File: config.mk
export PLATFORM = sky130hd
export DESIGN_NAME = piho_path_reader
export DESIGN_NICKNAME = d
export VERILOG_FILES = /design/src/rtl/piho_path_reader.sv
export SDC_FILE = /design/constraint.sdc
export NUM_CORES = 2
export LEC_CHECK = 0
export BUFFER_PORTS_ARGS = -buffer_cell sky130_fd_sc_hd__buf_2
export CORE_UTILIZATION = 70
export CTS_CLUSTER_DIAMETER = 150
export DETAILED_ROUTE_END_ITERATION = 6
export PLACE_DENSITY = 0.95
export SLEW_MARGIN = 10
export SYNTH_ARGS = -nofsm -noshare
export SYNTH_HDL_FRONTEND = slang
export SYNTH_SLANG_ARGS = --single-unit
File: constraint.sdc
create_clock -name clk -period 15.96 [get_ports clk]
set_input_delay 3.192 -clock clk [delete_from_list [all_inputs] [get_ports clk]]
set_output_delay 3.192 -clock clk [all_outputs]
set_load 0.05 [all_outputs]
File: src/rtl/piho_path_reader.sv
// piho_path_reader: drains path samples from BRAM to a valid/ready stream while accumulating sum x and sum x^2
module piho_path_reader #(
  parameter int unsigned path_N = 5,
  parameter int unsigned READ_LAT = 1
) (
  input  logic        clk,
  input  logic        rst,
  input  logic        start,
  input  logic [63:0] bram_dout,
  output logic [31:0] bram_addr,
  output logic        bram_en,
  output logic [7:0]  bram_we,
  output logic        bram_rst,
  output logic [31:0] out_data,
  output logic        out_valid,
  input  logic        out_ready,
  output logic [47:0] sum_x,
  output logic [63:0] sum_x2,
  output logic        busy,
  output logic        done
);
  localparam logic [15:0] LAST = 16'(path_N);
  localparam logic [1:0] WLEN = 2'(READ_LAT - 1);
  typedef enum logic [2:0] {IDLE, REQ, WAIT, SEND, DONE} state_t;
  state_t state_q, state_d;
  logic [15:0] i_q, i_d, i_nx;
  logic [1:0] w_q, w_d;
  logic [31:0] addr_q, addr_d, data_q, data_d;
  logic en_q, en_d, valid_q, valid_d, busy_q, busy_d, done_q, done_d;
  logic [47:0] sx_q, sx_d;
  logic [63:0] sx2_q, sx2_d, x64;
  always_comb begin
    x64 = 64'(signed'(bram_dout[31:0]));
    i_nx = i_q + 16'd1;
    state_d = state_q;
    i_d = i_q;
    w_d = w_q;
    addr_d = addr_q;
    data_d = data_q;
    en_d = en_q;
    valid_d = valid_q;
    busy_d = busy_q;
    done_d = done_q;
    sx_d = sx_q;
    sx2_d = sx2_q;
    case (state_q)
      IDLE: if (start) begin
        sx_d = '0;
        sx2_d = '0;
        i_d = 16'd1;
        state_d = LAST == 16'd0 ? DONE : REQ;
        busy_d = LAST != 16'd0;
        done_d = LAST == 16'd0;
        en_d = LAST != 16'd0;
        addr_d = LAST == 16'd0 ? addr_q : 32'd8;
      end
      REQ: begin
        state_d = WAIT;
        w_d = WLEN;
      end
      WAIT: if (w_q == 2'd0) begin
        state_d = SEND;
        en_d = 1'b0;
        valid_d = 1'b1;
        data_d = bram_dout[31:0];
        sx_d = sx_q + x64[47:0];
        sx2_d = sx2_q + x64 * x64;
      end else w_d = w_q - 2'd1;
      SEND: if (out_ready) begin
        valid_d = 1'b0;
        if (i_q == LAST) begin
          state_d = DONE;
          busy_d = 1'b0;
          done_d = 1'b1;
        end else begin
          state_d = REQ;
          i_d = i_nx;
          en_d = 1'b1;
          addr_d = {13'd0, i_nx, 3'd0};
        end
      end
      DONE: state_d = IDLE;
      default: state_d = IDLE;
    endcase
  end
  always_ff @(posedge clk) begin
    if (rst) begin
      state_q <= IDLE;
      i_q <= '0;
      w_q <= '0;
      addr_q <= '0;
      data_q <= '0;
      en_q <= 1'b0;
      valid_q <= 1'b0;
      busy_q <= 1'b0;
      done_q <= 1'b0;
      sx_q <= '0;
      sx2_q <= '0;
    end else begin
      state_q <= state_d;
      i_q <= i_d;
      w_q <= w_d;
      addr_q <= addr_d;
      data_q <= data_d;
      en_q <= en_d;
      valid_q <= valid_d;
      busy_q <= busy_d;
      done_q <= done_d;
      sx_q <= sx_d;
      sx2_q <= sx2_d;
    end
  end
  assign bram_addr = addr_q;
  assign bram_en = en_q;
  assign bram_we = 8'h00;
  assign bram_rst = rst;
  assign out_data = data_q;
  assign out_valid = valid_q;
  assign sum_x = sx_q;
  assign sum_x2 = sx2_q;
  assign busy = busy_q;
  assign done = done_q;
endmodule

==> summary.txt <==
placed cell count - 5,835
DRC violations left - 16
post-layout min period - 13.24 ns
worst hold slack - 0.446 ns
Metal-1 WL - 41,800 um
synth unique cells - 83
later-pin clock latency in the skew report - 0.51 ns
Yosys reg bits - 169
Clock Sinks - 169
GR Overflow Total - 0
initial antenna violation count - 7
Worst EP arrival - 13.65 ns
Clock Pin Slew Worst Setup and Hold Paths - 0.08 ns
top post-synthesis cells by count - inv_1, fa_1, nand2_1
Final setup viols - 0
layout overhead on the synthesized area - 4.94%
global-route wire length before repair - 221,000 um
Ys Warns - 0
Slew Limit Fails - 0
Setup Total Neg Slack - 0 ns
Top-Level Pins - 257
most common cell in the netlist - inv_1
Worst Path Required - 16.38 ns
CTS Buf Count - 17
largest area contributor in the netlist - fa_1
Non-Filler Instances - 5,878
worst hold-check path type - flip-flop to flip-flop
share of cells above drive strength 1 - 0.0616
Clock Tree Buf Depth - 2
Post-CTS Hold Fix Bufs - 0
Most used DFF post-synth - dfxtp_1
Least-Margin Pin Slew - 1.22 ns
status - complete, but fails checks
fmax - 75.6 MHz
# Post-CTS Setup Buffers - 0
ys async rst share - 0
Routed WL - 138,000 um
Worst setup SP type - input port
Initial DRT Pass Iterations - 7
reg-to-reg setup timing slack - 6.63 ns
clock skew - 0.0313 ns
CP Capture Type - flip-flop
cts repair resizes - 0
Core Footprint - 63,500 um^2
CTS H-tree lvls - 4
met2 routed WL - 63,600 um
Initial Util - 0.713
synthesized area per cell - 9.20 um^2
CP max FO - 29
Post-synth EDFFs - 0
pin count of the biggest net entering global routing - 77
violations in the final reports - design-rule violations
Post-DRT Antenna Nets - 0
RD Place Congestion - 1.02
global-route usage over all layers - 0.445
nets - 6,501
1st-iter DRT viols - 3,885
RSZ-0062 raised after global routing - no
DP Wirelength - 104,000 um
DR vias - 36,500
highest metal used - met5
main area contributors after synthesis - fa_1, inv_1, ha_1, dfxtp_1, nand2_1
Die W - 256 um
Util after Layout - 0.748
CTS tree - built
Synth top area share - 0.499
kind of critical path - input port to flip-flop
die area - 65,700 um^2
clock root buffer - clkbuf_16
I/O Buffers - 200
maxcap violations - 0
Worst slew margin - 0.182
via/cell ratio - 6.21
WL/cell - 23.5 um
Final Hold Fails - 0
Final period util - 0.829
Rows - 92
Mapped Area - 45,300 um^2
Die Span Y - 256 um
metal3 WL - 18,800 um
Cells after Synth - 4,921
vias in the first global route - 41,300
sequential share of the synthesized area - 0.0747
[per-stage QoR]
step | setup WS [ns] | cell area [um^2]
after floorplan | 4.13 | 45400
after global placement | 3.46 | 46900
after detailed placement | 3.04 | 46900
after CTS | 3.49 | 47500
after global routing | 2.71 | 47500
final | 2.72 | 47500
[cells in the final DEF, fill, tap and decap left out, types with 5 or more instances in the layout]
| cell | Yosys | layout |
|---|---|---|
| a211oi_1 | 9 | 9 |
| a21o_1 | 78 | 78 |
| a21oi_1 | 162 | 162 |
| a22oi_1 | 57 | 57 |
| a31oi_1 | 12 | 12 |
| and2_1 | 150 | 150 |
| and3_1 | 17 | 17 |
| and4_1 | 5 | 5 |
| buf_2 | 3 | 199 |
| buf_4 | 25 | 45 |
| clkbuf_16 | 0 | 17 |
| conb_1 | 1 | 24 |
| dfxtp_1 | 169 | 169 |
| diode_2 | 0 | 12 |
| fa_1 | 1130 | 1130 |
| ha_1 | 295 | 295 |
| inv_1 | 1399 | 1397 |
| inv_2 | 4 | 5 |
| mux2i_1 | 6 | 6 |
| nand2_1 | 510 | 507 |
| nand2b_1 | 16 | 16 |
| nand3_1 | 33 | 33 |
| nand4_1 | 25 | 25 |
| nor2_1 | 201 | 199 |
| nor2b_1 | 31 | 31 |
| nor3_1 | 26 | 26 |
| nor4_1 | 10 | 10 |
| o211ai_1 | 5 | 5 |
| o21a_1 | 15 | 15 |
| o21ai_0 | 78 | 78 |
| o21ai_1 | 17 | 17 |
| o21bai_1 | 15 | 15 |
| o22ai_1 | 6 | 6 |
| o31ai_1 | 12 | 12 |
| or2_2 | 6 | 6 |
| or3_1 | 6 | 6 |
| xnor2_1 | 82 | 82 |
| xor2_1 | 62 | 62 |
[metal layers]
layer,up-vias,global-route usage
met5,-,0
met4,6,0.354
met1,17700,0.499
li1,14600,-
met3,1198,0.156
met2,2989,0.694
[registers in the layout (all words and copies together), names as in the netlist]
signal     flops
sum_x2        64
sum_x         48
out_data      32
bram_addr     16
state_q        3
w_q            2
bram_en        1
busy           1
done           1
out_valid      1
[path summary, 6_finish.rpt]
path,start,endpoint,cells past startpoint
worst min register to register,done,done,2
worst max register to register,sum_x2[41],sum_x2[62],24
worst min-delay path,done,done,2
worst max-delay path,bram_dout[6],sum_x2[62],26
[cell type report]
cell class              count  area, um^2
diodes                     12        30.0
clock buffers              18         429
clock inverters            13         128
fillers                  3850       16000
inverters                1405        5270
multi-input cells        3171       35900
flip-flops and latches    169        3380
well taps                 846        1060
repair buffers            244        1330
[cells by family after synthesis]
| family | Yosys count | synth area share |
|---|---|---|
| buffers and inverters | 1604 | 0.135 |
| adders and majority gates | 1425 | 0.581 |
| and+or+nand+nor | 1049 | 0.105 |
| AOI/OAI and AO/OA | 523 | 0.0751 |
| DFF | 169 | 0.0747 |
| xor gates and xnor gates | 144 | 0.0278 |
| muxes | 6 | 0.00133 |
| other | 1 | 0.0000828 |
[critical path: stages]
cell and delay, ns:
buf_2 0.07, buf_4 0.47, clkinv_1 0.78, nor2_1 0.52, fa_1 0.59, fa_1 0.54, fa_1 0.51, inv_1 0.05
fa_1 0.48, inv_1 0.05, fa_1 0.48, fa_1 0.52, fa_1 0.49, inv_1 0.06, fa_1 0.49, inv_1 0.05
ha_1 0.42, nand2_1 0.18, nor4_1 0.80, a41oi_1 0.68, o31ai_1 0.94, a211oi_2 0.28, nor4_1 0.47, a211oi_1 0.15
xor2_1 0.18, o21ai_0 0.18
Power is left out: the tool's default activity adds up to more than one toggle a clock period on the data nets, which glitch-free logic cannot reach.
